## src/rtl/alarm_tone_gen_pkg.sv

```systemverilog
// Shared types and constants for the alarm sounder back-end.
// Holds the state enum, zone ids and the per-zone cadence patterns.
package alarm_pkg;

  typedef enum logic [1:0] {
    IDLE,
    SOUND,
    MUTED
  } state_t;

  localparam logic [1:0] ZONE_NONE = 2'd0;
  localparam logic [1:0] ZONE_1    = 2'd1;
  localparam logic [1:0] ZONE_2    = 2'd2;
  localparam logic [1:0] ZONE_3    = 2'd3;

  // Bit i is the on/off flag for beat i.
  localparam logic [3:0] PAT_Z1 = 4'b1111;
  localparam logic [3:0] PAT_Z2 = 4'b0101;
  localparam logic [3:0] PAT_Z3 = 4'b0011;

  function automatic logic [1:0] zone_sel(
    input logic [2:0] a
  );
    if (a[2])      return ZONE_3;
    else if (a[1]) return ZONE_2;
    else if (a[0]) return ZONE_1;
    else           return ZONE_NONE;
  endfunction

  function automatic logic [3:0] pattern(
    input logic [1:0] z
  );
    case (z)
      ZONE_1:  return PAT_Z1;
      ZONE_2:  return PAT_Z2;
      ZONE_3:  return PAT_Z3;
      default: return 4'b0000;
    endcase
  endfunction

endpackage

```

## src/rtl/alarm_tone_gen_if.sv

```systemverilog
// Zone alarm inputs, mute request and sounder outputs.
// The master drives alarms and mute, the slave (sounder) drives outputs.
interface alarm_tone_gen_if;
  logic [2:0] alarm_in;
  logic       mute;
  logic       tone_out;
  logic       alarm_active;
  logic [1:0] alarm_id;

  modport master (
    output alarm_in, mute,
    input  tone_out, alarm_active, alarm_id
  );

  modport slave (
    input  alarm_in, mute,
    output tone_out, alarm_active, alarm_id
  );
endinterface

```

## src/rtl/alarm_tone_gen_tone_divider.sv

```systemverilog
// Half-period counter and phase flop for the tone square wave.
// restart forces count 0 / phase 1; run advances the counter.
module tone_divider (
  input  logic        clk,
  input  logic        rst_n,
  input  logic        ena,
  input  logic [15:0] div,
  input  logic        restart,
  input  logic        run,
  output logic        phase
);

  logic [15:0] cnt;

  always_ff @(posedge clk) begin
    if (ena) begin
      if (!rst_n) begin
        cnt   <= '0;
        phase <= 1'b0;
      end else if (restart) begin
        cnt   <= '0;
        phase <= 1'b1;
      end else if (run) begin
        if (cnt == div - 16'd1) begin
          cnt   <= '0;
          phase <= ~phase;
        end else begin
          cnt <= cnt + 16'd1;
        end
      end
    end
  end

endmodule

```

## src/rtl/alarm_tone_gen.sv

```systemverilog
// Alarm sounder: per-zone tone and cadence with timed mute.
// Outputs are registered from the current state, one cycle behind it.
module alarm_tone_gen
  import alarm_pkg::*;
#(
  parameter int TONE_DIV1  = 4,
  parameter int TONE_DIV2  = 3,
  parameter int TONE_DIV3  = 2,
  parameter int BEAT_LEN   = 16,
  parameter int MUTE_BEATS = 2
) (
  input  logic             clk,
  input  logic             rst_n,
  input  logic             ena,
  alarm_tone_gen_if.slave  bus
);

  localparam logic [23:0] BEAT_LAST = 24'(BEAT_LEN - 1);
  localparam logic [7:0]  MUTE_LAST = 8'(MUTE_BEATS - 1);

  state_t      state, state_nxt;
  logic [1:0]  id, id_nxt, zone;
  logic [1:0]  beat, beat_nxt;
  logic [23:0] bcnt, bcnt_nxt;
  logic [7:0]  mcnt, mcnt_nxt;
  logic        restart, go_idle;
  logic        bwrap, mdone;
  logic [15:0] div;
  logic [3:0]  pat;
  logic        phase;

  assign zone  = zone_sel(bus.alarm_in);
  assign pat   = pattern(id);
  assign bwrap = (bcnt == BEAT_LAST);
  assign mdone = bwrap && (mcnt == MUTE_LAST);

  always_comb begin
    case (id)
      ZONE_2:  div = 16'(TONE_DIV2);
      ZONE_3:  div = 16'(TONE_DIV3);
      default: div = 16'(TONE_DIV1);
    endcase
  end

  tone_divider u_div (
    .clk     (clk),
    .rst_n   (rst_n),
    .ena     (ena),
    .div     (div),
    .restart (restart),
    .run     (state == SOUND),
    .phase   (phase)
  );

  always_comb begin
    state_nxt = state;
    id_nxt    = id;
    beat_nxt  = beat;
    bcnt_nxt  = bwrap ? 24'd0 : bcnt + 24'd1;
    mcnt_nxt  = mcnt;
    restart   = 1'b0;
    go_idle   = 1'b0;
    case (state)
      IDLE: begin
        bcnt_nxt = '0;
        if (zone != ZONE_NONE) restart = 1'b1;
      end
      SOUND: begin
        if (zone == ZONE_NONE) go_idle = 1'b1;
        else if (zone != id) restart = 1'b1;
        else if (bus.mute) begin
          state_nxt = MUTED;
          bcnt_nxt  = '0;
          mcnt_nxt  = '0;
        end else if (bwrap) beat_nxt = beat + 2'd1;
      end
      MUTED: begin
        // A new zone breaks the mute; repeated mute requests are ignored.
        if (zone == ZONE_NONE) go_idle = 1'b1;
        else if (zone != id || mdone) restart = 1'b1;
        else if (bwrap) mcnt_nxt = mcnt + 8'd1;
      end
      default: go_idle = 1'b1;
    endcase
    if (restart) begin
      state_nxt = SOUND;
      id_nxt    = zone;
      beat_nxt  = '0;
      bcnt_nxt  = '0;
      mcnt_nxt  = '0;
    end
    if (go_idle) begin
      state_nxt = IDLE;
      id_nxt    = ZONE_NONE;
      beat_nxt  = '0;
      bcnt_nxt  = '0;
      mcnt_nxt  = '0;
    end
  end

  always_ff @(posedge clk) begin
    if (ena) begin
      if (!rst_n) begin
        state            <= IDLE;
        id               <= ZONE_NONE;
        beat             <= '0;
        bcnt             <= '0;
        mcnt             <= '0;
        bus.tone_out     <= 1'b0;
        bus.alarm_active <= 1'b0;
        bus.alarm_id     <= ZONE_NONE;
      end else begin
        state            <= state_nxt;
        id               <= id_nxt;
        beat             <= beat_nxt;
        bcnt             <= bcnt_nxt;
        mcnt             <= mcnt_nxt;
        bus.tone_out     <= (state == SOUND) && phase && pat[beat];
        bus.alarm_active <= (state != IDLE);
        bus.alarm_id     <= id;
      end
    end
  end

endmodule

```

## src/flat_wrapper.sv

```systemverilog
// flat-port wrapper written by rule: the top's interface ports become plain ports
module alarm_tone_gen_flat import alarm_pkg::*;
#(
  parameter int TONE_DIV1  = 4,
  parameter int TONE_DIV2  = 3,
  parameter int TONE_DIV3  = 2,
  parameter int BEAT_LEN   = 16,
  parameter int MUTE_BEATS = 2
)
  (clk, rst_n, ena, bus_alarm_in, bus_mute, bus_tone_out, bus_alarm_active, bus_alarm_id);
  alarm_tone_gen_if bus_i ();
  input  logic clk;
  input  logic rst_n;
  input  logic ena;
  input wire logic [$bits(bus_i.alarm_in)-1:0] bus_alarm_in;
  input wire logic [$bits(bus_i.mute)-1:0] bus_mute;
  output wire logic [$bits(bus_i.tone_out)-1:0] bus_tone_out;
  output wire logic [$bits(bus_i.alarm_active)-1:0] bus_alarm_active;
  output wire logic [$bits(bus_i.alarm_id)-1:0] bus_alarm_id;
  assign bus_i.alarm_in = bus_alarm_in;
  assign bus_i.mute = bus_mute;
  assign bus_tone_out = bus_i.tone_out;
  assign bus_alarm_active = bus_i.alarm_active;
  assign bus_alarm_id = bus_i.alarm_id;
  alarm_tone_gen #(.TONE_DIV1(TONE_DIV1), .TONE_DIV2(TONE_DIV2), .TONE_DIV3(TONE_DIV3), .BEAT_LEN(BEAT_LEN), .MUTE_BEATS(MUTE_BEATS)) u_core (.clk(clk), .rst_n(rst_n), .ena(ena), .bus(bus_i));
endmodule
```

## config.mk

```make
export PLATFORM = sky130hd
export DESIGN_NAME = alarm_tone_gen_flat
export DESIGN_NICKNAME = d
export VERILOG_FILES = /design/src/rtl/alarm_tone_gen_pkg.sv /design/src/rtl/alarm_tone_gen_if.sv /design/src/rtl/alarm_tone_gen_tone_divider.sv /design/src/rtl/alarm_tone_gen.sv /design/src/flat_wrapper.sv
export SDC_FILE = /design/constraint.sdc
export NUM_CORES = 1
export LEC_CHECK = 0
export ABC_CLOCK_PERIOD_IN_PS = 8000
export CAP_MARGIN = 20
export CORE_ASPECT_RATIO = 0.75
export CORE_MARGIN = 2
export CORE_UTILIZATION = 45
export CTS_BUF_LIST = sky130_fd_sc_hd__clkbuf_16
export CTS_CLUSTER_SIZE = 8
export DETAILED_ROUTE_END_ITERATION = 8
export PLACE_DENSITY_LB_ADDON = 0.1
export RECOVER_POWER = 50
export SYNTH_ARGS = -nofsm -noshare
export SYNTH_HDL_FRONTEND = slang
export SYNTH_SLANG_ARGS = --single-unit
```

## constraint.sdc

```tcl
create_clock -name clk -period 8 [get_ports clk]
set_input_delay 0.8 -clock clk [delete_from_list [all_inputs] [get_ports clk]]
set_output_delay 0.8 -clock clk [all_outputs]
set_load 0.1 [all_outputs]
```

==> reports/results.ini, run 1 <==
[floorplanning]
die_area_um2=8440
io_pins=11
die_w_um=105
initial_core_util_pct=46.9
fp.coreArea_um2=7400
rows=27
dieHeight_um=80.1

[sta]
worst_slew_pin_slew_ns=1.88
tns_ns=0
drv_slew=35
max_slew_margin_pct=-25.6
finalSetupViolations=0
fin_crit_ns=3.45
rsz0062_at_grt=no
fin_ws_ns=4.55
finalHoldViolations=0
period_share_pct=43.1
skew_ns=0.00592
max_freq_ghz=0.290

[grt]
grt_pass1_wl_um=11200
overflow=0
grt_use_met2_pct=22.8
grt_max_degree=35
grt_antenna_before_repair=0
grt_usage_pct=17.1
grt_util_met3_pct=5.11
grt_pass1_vias=2244
grt_busiest_layer=met1
use_met1_pct=26.0

[clock_tree]
worstSkewPairLatency_ns=0.32
clkSlewWorstSetupHoldPaths_ns=0.06
cts_tree=done
postCtsSetupRepairBufs=0
ctsLongestPathBuffers=2
cts_hold_buffers=0
clockRootBuffer=clkbuf_16
h-tree-depth=3
post_cts_resized=0
cts_buffers=9
cts_sinks=59

[final_layout]
final_cell_mix=nor2_1, edfxtp_1, xor2_1
final_common_cell=nor2_1
diodes=0
fin_nets=369
syn2layout_area_growth_pct=15.1
fin_cells=455
drive_gt1_share_pct=7.34

[routing]
drtIter0Drc=155
post_drt_wl_per_cell_um=14.4
dr.pass1.iters=5
antenna_left=0
drc=0
drt-total-wl_um=6550
vias=2372
vias_per_cell=5.21

[critical_path]
endpoint_kind=flop
setup.worst_path.start_class=input pin
crit_arrival_ns=3.40
slowest_delay_ns=1.34
cp_slowest_cell=clkbuf_1
crit_fanout=34
crit_type=input pin to flop
crit_required_ns=7.95
path_cells=dlygate4sd3_1 -> clkbuf_1 -> o21a_1

[yosys]
synth_nets=351
synthesis.area_um2=3470
synth.avg_cell_area_um2=10.5
synthMuxAreaShare_pct=0
synth_top_family_by_area=simple AND/OR/NAND/NOR gates
synth_warnings=0
ys_types=44
synth_seq_cells=59
synthCells=331
synth_adder_area_share_pct=4.69
synth_compound_area_share_pct=5.37
async_flop_share_pct=0
yosysSeqAreaShare_pct=51.0
synthXorXnorAreaFrac_pct=11.4
synthFlopType=edfxtp_1
synth_edf_count=59
synth-simple-area-share_pct=24.5

[power]
vdd_ir_drop_max_uv=143
power.leakage_nw=1.41
total_power_w=0.00102
power_density_nw_per_um2=255

[place]
dp_hpwl_um=4400
post-place-ws_ns=4.63
port_buffers=10
place.gp.congestion=0.826
dpl.cell_count=439

[run_status]
violations=max-capacitance violations, max-slew violations
status=complete, but fails checks

[job]
maxCapViolations=1

[min_path]
hold_class=flop to flop

[worst max-delay path, delay by kind of cell]
kind	cells	cell delay (ns)
AO/OA/AOI/OAI	1	0.72
buffers and inverters	2	1.86
[logic make-up (layout without fill, tap and decap cells)]
| family | count (synthesis) | after routing |
|---|---|---|
| AO/OA/AOI/OAI | 24 | 24 |
| buffers and inverters | 23 | 46 |
| adder cells (fa/ha/maj) | 13 | 13 |
| flip-flops | 59 | 59 |
| XOR/XNOR | 45 | 45 |
| AND/OR/NAND/NOR | 167 | 167 |
[final cells by class]
type / count / area, µm²
fillers: 658 / 3400
multi-input cells: 249 / 1580
flip-flops and latches: 59 / 1770
clock inverters: 7 / 116
repair buffers: 11 / 104
inverters: 19 / 71.3
clock buffers: 9 / 225
well taps: 101 / 126
[where the power goes]
group / switching, W / internal, W / leakage, nW / total, W
clock: 0.000137 / 0.000303 / 0.155 / 0.000440
combinational: 0.0000962 / 0.0000550 / 0.658 / 0.000151
sequential: 0.0000402 / 0.000389 / 0.600 / 0.000429
[per-stage QoR]
step | util, % | hold WS [ns] | area [µm²]
after floorplan | - | 0.546 | 3470
after global placement | 49.6 | 0.601 | 3670
after detailed placement | 49.6 | 0.598 | 3670
after CTS | 54.2 | 0.606 | 4010
after global routing | 54.0 | 0.648 | 3990
final | 54.0 | 0.614 | 3990
[cells in the mapped netlist, types with 3 or more instances]
cell | number | area share (%)
nor2b_1 | 3 | 0.54
nand2_1 | 17 | 1.8
nor2_1 | 74 | 8.0
and3_1 | 11 | 2.0
ha_1 | 13 | 4.7
xnor2_1 | 22 | 5.6
nand4_1 | 8 | 1.4
a21oi_1 | 9 | 1.3
inv_1 | 19 | 2.1
nand3_1 | 22 | 3.2
nor3_1 | 4 | 0.58
and2_1 | 3 | 0.54
edfxtp_1 | 59 | 51
nor4_1 | 9 | 1.6
xor2_1 | 23 | 5.8
[path summary, 6_finish.rpt]
| check | startpoint | to | slack, ns | cells after the start |
|---|---|---|---|---|
| setup / recovery | ena | u_core.u_div.cnt[0] | 4.55 | 3 |
| hold / removal | u_core.u_div.phase | u_core.u_div.phase | 0.61 | 1 |
| setup reg to reg | u_core.mcnt[1] | u_core.u_div.cnt[0] | 4.88 | 7 |
| hold reg to reg | u_core.u_div.phase | u_core.u_div.phase | 0.61 | 1 |
[registers in the layout, summed over array words and instances (netlist names)]
register / flops
u_core.beat: 2
u_core.u_div.cnt: 16
u_core.bcnt: 24
u_core.bus.tone_out: 1
u_core.id: 2
u_core.bus.alarm_active: 1
u_core.state: 2
u_core.bus.alarm_id: 2
u_core.mcnt: 8
u_core.u_div.phase: 1
[metal layers]
metal	wire length (µm)	up-vias	part of all wire (%)
met3	301	2	4.6
met1	3510	1095	54
met2	2710	64	41
met4	34	0	0.52
li1	-	1211	-
met5	0	-	0
No activity file was read; power rests on OpenSTA's default activity.
==> inputs of run 2 (changes only) <==
ABC_CLOCK_PERIOD_IN_PS = 3000   (was 8000)
clock period = 3 ns   (was 8 ns; I/O delays follow)
==> reports/results.ini, run 2 (synthesis results as in run 1) <==
[sta]
finalHoldViolations=0  ; unchanged
tns_ns=0  ; unchanged
period_share_pct=92.6
max_freq_ghz=0.360
rsz0062_at_grt=no
fin_crit_ns=2.78
finalSetupViolations=0  ; unchanged
drv_slew=0  ; -100%
max_slew_margin_pct=34.6  ; +60 points
skew_ns=0.00549  ; -0.000432 ns
fin_hold_ws_ns=0.609  ; -0.00480 ns
worst_slew_pin_slew_ns=0.978  ; -0.905 ns

[final_layout]
final_core_util_pct=52.9  ; -1.1 points
regArea_um2=1770  ; unchanged
reg_top3=u_core.bcnt (24), u_core.u_div.cnt (16), u_core.mcnt (8)
largest_reg_flops=24  ; unchanged
drive_gt1_share_pct=6.76  ; -0.58 points
final_common_cell=nor2_1
top_register=u_core.bcnt
diodes=0  ; unchanged
fill_cells=646  ; -1.8%
fin_nets=371  ; +0.54%
syn2layout_area_growth_pct=12.8
final_cell_mix=nor2_1, edfxtp_1, xor2_1
multiInputGateArea_um2=1580  ; +0.16%

[critical_path]
rrSetupSlack_ns=0.22  ; -4.66 ns
reg2regPathDepth=9  ; +2
crit_fanout=15  ; -56%
crit_start=u_core.mcnt[1]
timing.rr.start=u_core.mcnt[1]
endpoint_kind=flop
setup.worst_path.start_class=flop
crit_type=flop to flop
crit_arrival_ns=2.85  ; -0.55 ns
r2r-end=u_core.u_div.cnt[2]
crit_required_ns=3.07  ; -4.88 ns

[floorplanning]
io_pins=11  ; unchanged
rows=27  ; unchanged
fp.coreArea_um2=7400  ; unchanged
die_w_um=105  ; unchanged
initial_core_util_pct=46.9  ; unchanged
dieHeight_um=80.1  ; unchanged
die_area_um2=8440  ; unchanged

[routing]
antenna_left=0  ; unchanged
drtIter0Drc=125  ; -19%
dr.pass1.iters=4  ; -1
post_drt_wl_per_cell_um=14.3  ; -0.45%
vias=2391  ; +0.80%
drt-total-wl_um=6540  ; -0.23%
drc=0  ; unchanged
vias_per_cell=5.24  ; +0.58%

[place]
place.gp.congestion=0.895  ; +8.3%
dp_hpwl_um=4480  ; +2.0%
port_buffers=10  ; unchanged

[clock_tree]
cts_buffers=9  ; unchanged
clkSlewWorstSetupHoldPaths_ns=0.05  ; about the same
clockRootBuffer=clkbuf_16
postCtsSetupRepairBufs=0  ; unchanged
cts_sinks=59  ; unchanged
post_cts_resized=0  ; unchanged
ctsLongestPathBuffers=2  ; unchanged
worstSkewPairLatency_ns=0.32  ; about the same
cts_hold_buffers=0  ; unchanged
h-tree-depth=3  ; unchanged
cts_tree=done

[grt]
grt_max_degree=25  ; -29%
grt_antenna_before_repair=0  ; unchanged
grt_pass1_vias=2275  ; +1.4%
overflow=0  ; unchanged
grt_pass1_wl_um=11200  ; -0.55%
grt_usage_pct=17.0  ; -0.053 points

[min_path]
hold_class=flop to flop
holdPathEnd=u_core.u_div.phase
hold_path_startpoint=u_core.u_div.phase
worstHoldPathCells=1  ; unchanged

[run_status]
status=finished clean

[power]
power.leakage_nw=1.40  ; -1.0%
vdd_ir_drop_max_uv=299  ; +110%
power_density_nw_per_um2=623  ; +140%

[job]
maxCapViolations=0  ; -1

==> run 2: report_power, final <==
group          internal, W  leakage, nW  switching, W
Combinational     0.000150        0.665      0.000261
Clock             0.000539        0.135      0.000345
Sequential         0.00104        0.600      0.000105
Total              0.00173         1.40      0.000711
==> run 2: routing by layer <==
layer	share of wire (%)	vias to the layer above	track usage [%]
met3	4.2	13	5.76
met4	1.7	0	5.73
met1	55	1106	25.0
li1	-	1221	-
met2	39	51	23.2
met5	0	-	0
==> run 2: worst max path at each step <==
stage | to | slack (ns) | cells past startpoint
2_1_floorplan | u_core.u_div.cnt[0] | 0.48 | 7
3_3_place_gp | u_core.mcnt[6] | 0.19 | 7
3_5_place_dp | u_core.mcnt[6] | 0.13 | 7
4_1_cts | u_core.u_div.cnt[2] | 0.20 | 7
5_1_grt | u_core.u_div.cnt[1] | 0.06 | 9
6_report | u_core.u_div.cnt[2] | 0.22 | 9
==> run 2: worst max-delay path, cell delays in order (launching register included) <==
cell and delay, ns:
edfxtp_1 0.44, inv_1 0.09, ha_1 0.13, or4b_4 0.46
nor4_4 0.23, and4bb_1 0.28, a211o_2 0.12, clkbuf_1 0.49
or2_1 0.24, nor2_1 0.05
==> run 2: cell type report <==
cell class              count  area share, %
clock buffers               9           5.75
clock inverters             6          0.671
inverters                  19           1.82
multi-input cells         249           40.4
flip-flops and latches     59           45.3
well taps                 101           3.23
repair buffers             13           2.85
==> run 2: metrics by stage <==
stage          instance area (µm²)  setup WS (ns)  power, W  instances
2_1_floorplan                 3470          0.484   0.00146        331
3_3_place_gp                  3680          0.192   0.00158        441
3_5_place_dp                  3680          0.134   0.00158        441
4_1_cts                       3940          0.198   0.00247        456
5_1_grt                       3910         0.0565   0.00256        456
6_report                      3910          0.221   0.00244        456
==> inputs of run 3 (changes only) <==
PLACE_DENSITY = 0.74   (was unset)
PLACE_DENSITY_LB_ADDON = unset   (was 0.1)
==> reports/results.ini, run 3 (synthesis results as in run 1) <==
[final_layout]
top_register=u_core.bcnt
syn2layout_area_growth_pct=15.5
multiInputGateArea_um2=1590  ; +0.71%
final_cell_mix=nor2_1, edfxtp_1, xor2_1
final_common_cell=nor2_1
fin_nets=371  ; unchanged
regArea_um2=1770  ; unchanged
largest_reg_flops=24  ; unchanged
diodes=0  ; unchanged
reg_top3=u_core.bcnt (24), u_core.u_div.cnt (16), u_core.mcnt (8)
fill_cells=628  ; -2.8%
drive_gt1_share_pct=7.87  ; +1.1 points

[clock_tree]
ctsLongestPathBuffers=2  ; unchanged
worstSkewPairLatency_ns=0.33  ; about the same
post_cts_resized=0  ; unchanged
clkSlewWorstSetupHoldPaths_ns=0.05  ; about the same
cts_sinks=59  ; unchanged
clockRootBuffer=clkbuf_16
postCtsSetupRepairBufs=0  ; unchanged
cts_tree=done
cts_buffers=9  ; unchanged
cts_hold_buffers=0  ; unchanged
h-tree-depth=3  ; unchanged

[sta]
finalSetupViolations=0  ; unchanged
worst_slew_pin_slew_ns=0.981  ; +0.00263 ns
finalHoldViolations=0  ; unchanged
skew_ns=0.0116  ; +0.00612 ns
period_share_pct=93.7  ; +1.1 points
rsz0062_at_grt=no
drv_slew=0  ; unchanged
max_slew_margin_pct=34.6  ; +0.040 points
fin_ws_ns=0.188  ; -0.0336 ns
max_freq_ghz=0.356  ; -1.2%
fin_crit_ns=2.81  ; +0.0336 ns
tns_ns=0  ; unchanged

[critical_path]
path_buf_inv=2  ; unchanged
cp_slowest_cell=dlygate4sd3_1
crit_fanout=8  ; -7
crit_required_ns=3.02  ; -0.05 ns
slowest_delay_ns=0.62  ; +0.13 ns
crit_type=input pin to flop
endpoint_kind=flop
crit_arrival_ns=2.83  ; -0.02 ns
cp_top_family=compound AO/OA/AOI/OAI gates
setup.worst_path.start_class=input pin
path_cells=dlygate4sd3_1 -> nor3_1 -> a21oi_1 -> inv_1 -> nor3_1 -> a2111oi_0 -> o221a_2
cp_common_cell=nor3_1

[place]
dp_hpwl_um=4620  ; +3.2%
port_buffers=10  ; unchanged
place.gp.congestion=0.943  ; +5.4%
post-place-ws_ns=0.0183  ; -0.116 ns

[grt]
grt_usage_pct=17.6  ; +0.61 points
grt_max_degree=25  ; unchanged
grt_antenna_before_repair=0  ; unchanged
overflow=0  ; unchanged
grt_pass1_wl_um=11400  ; +2.4%
grt_pass1_vias=2335  ; +2.6%

[job]
maxCapViolations=0  ; unchanged

[floorplanning]
initial_core_util_pct=46.9  ; unchanged
die_w_um=105  ; unchanged
die_area_um2=8440  ; unchanged
io_pins=11  ; unchanged
dieHeight_um=80.1  ; unchanged
rows=27  ; unchanged
fp.coreArea_um2=7400  ; unchanged

[power]
power.leakage_nw=1.44  ; +2.8%
vdd_ir_drop_max_uv=349  ; +17%
power_density_nw_per_um2=679  ; +9.1%

[routing]
antenna_left=0  ; unchanged
dr.pass1.iters=4  ; unchanged
post_drt_wl_per_cell_um=14.5  ; +1.1%
drtIter0Drc=258  ; +110%
vias=2478  ; +3.6%
drc=0  ; unchanged
drt-total-wl_um=6620  ; +1.3%
vias_per_cell=5.42  ; +3.4%

[run_status]
status=finished clean

[min_path]
hold_class=flop to flop

run 3: worst register-to-register path: stages, from the launching register on:
cell and delay [ns]:
edfxtp_1 0.44, inv_1 0.08, ha_1 0.14, or4b_4 0.47, nor4_4 0.21, and4bb_1 0.34
a211o_2 0.15, o21a_1 0.56
run 3: per-layer routing:
layer	vias up	track usage, %	part of all wire [%]
met5	-	0	0
met4	0	6.53	1.7
li1	1217	-	-
met3	12	5.19	4.6
met2	59	27.0	44
met1	1190	23.8	49
run 3: cell type report:
class / instances / share of cell area, %
Multi-Input combinational cell: 249 / 39.7
Clock inverter: 7 / 2.68
Tap cell: 101 / 3.15
Timing Repair Buffer: 13 / 2.87
Sequential cell: 59 / 44.2
Inverter: 19 / 1.78
Clock buffer: 9 / 5.62
run 3: through the flow:
step	cells	util (%)	cell area (µm²)	hold WS (ns)	total power, W
finish	457	54.2	4010	0.635	0.00272
global route	457	54.2	4010	0.643	0.00284
CTS	457	54.3	4020	0.632	0.00274
detailed placement	441	49.8	3680	0.602	0.00158
global placement	441	49.8	3680	0.569	0.00156
floorplan	331	-	3470	0.412	0.00146
run 3: power by group:
part,leakage [nW],switching (W),internal [W]
Sequential,0.600,0.000110,0.00104
Clock,0.168,0.000353,0.000801
Combinational,0.670,0.000267,0.000156
Total,1.44,0.000730,0.00199
run 3: worst paths after layout:
| kind | startpoint | to | cells past startpoint | slack [ns] |
|---|---|---|---|---|
| setup / recovery | bus_alarm_in[1] | u_core.mcnt[4] | 7 | 0.19 |
| setup reg to reg | u_core.mcnt[1] | u_core.u_div.cnt[7] | 7 | 0.22 |
| hold / removal | u_core.u_div.phase | u_core.u_div.phase | 1 | 0.64 |
| hold reg to reg | u_core.u_div.phase | u_core.u_div.phase | 1 | 0.64 |
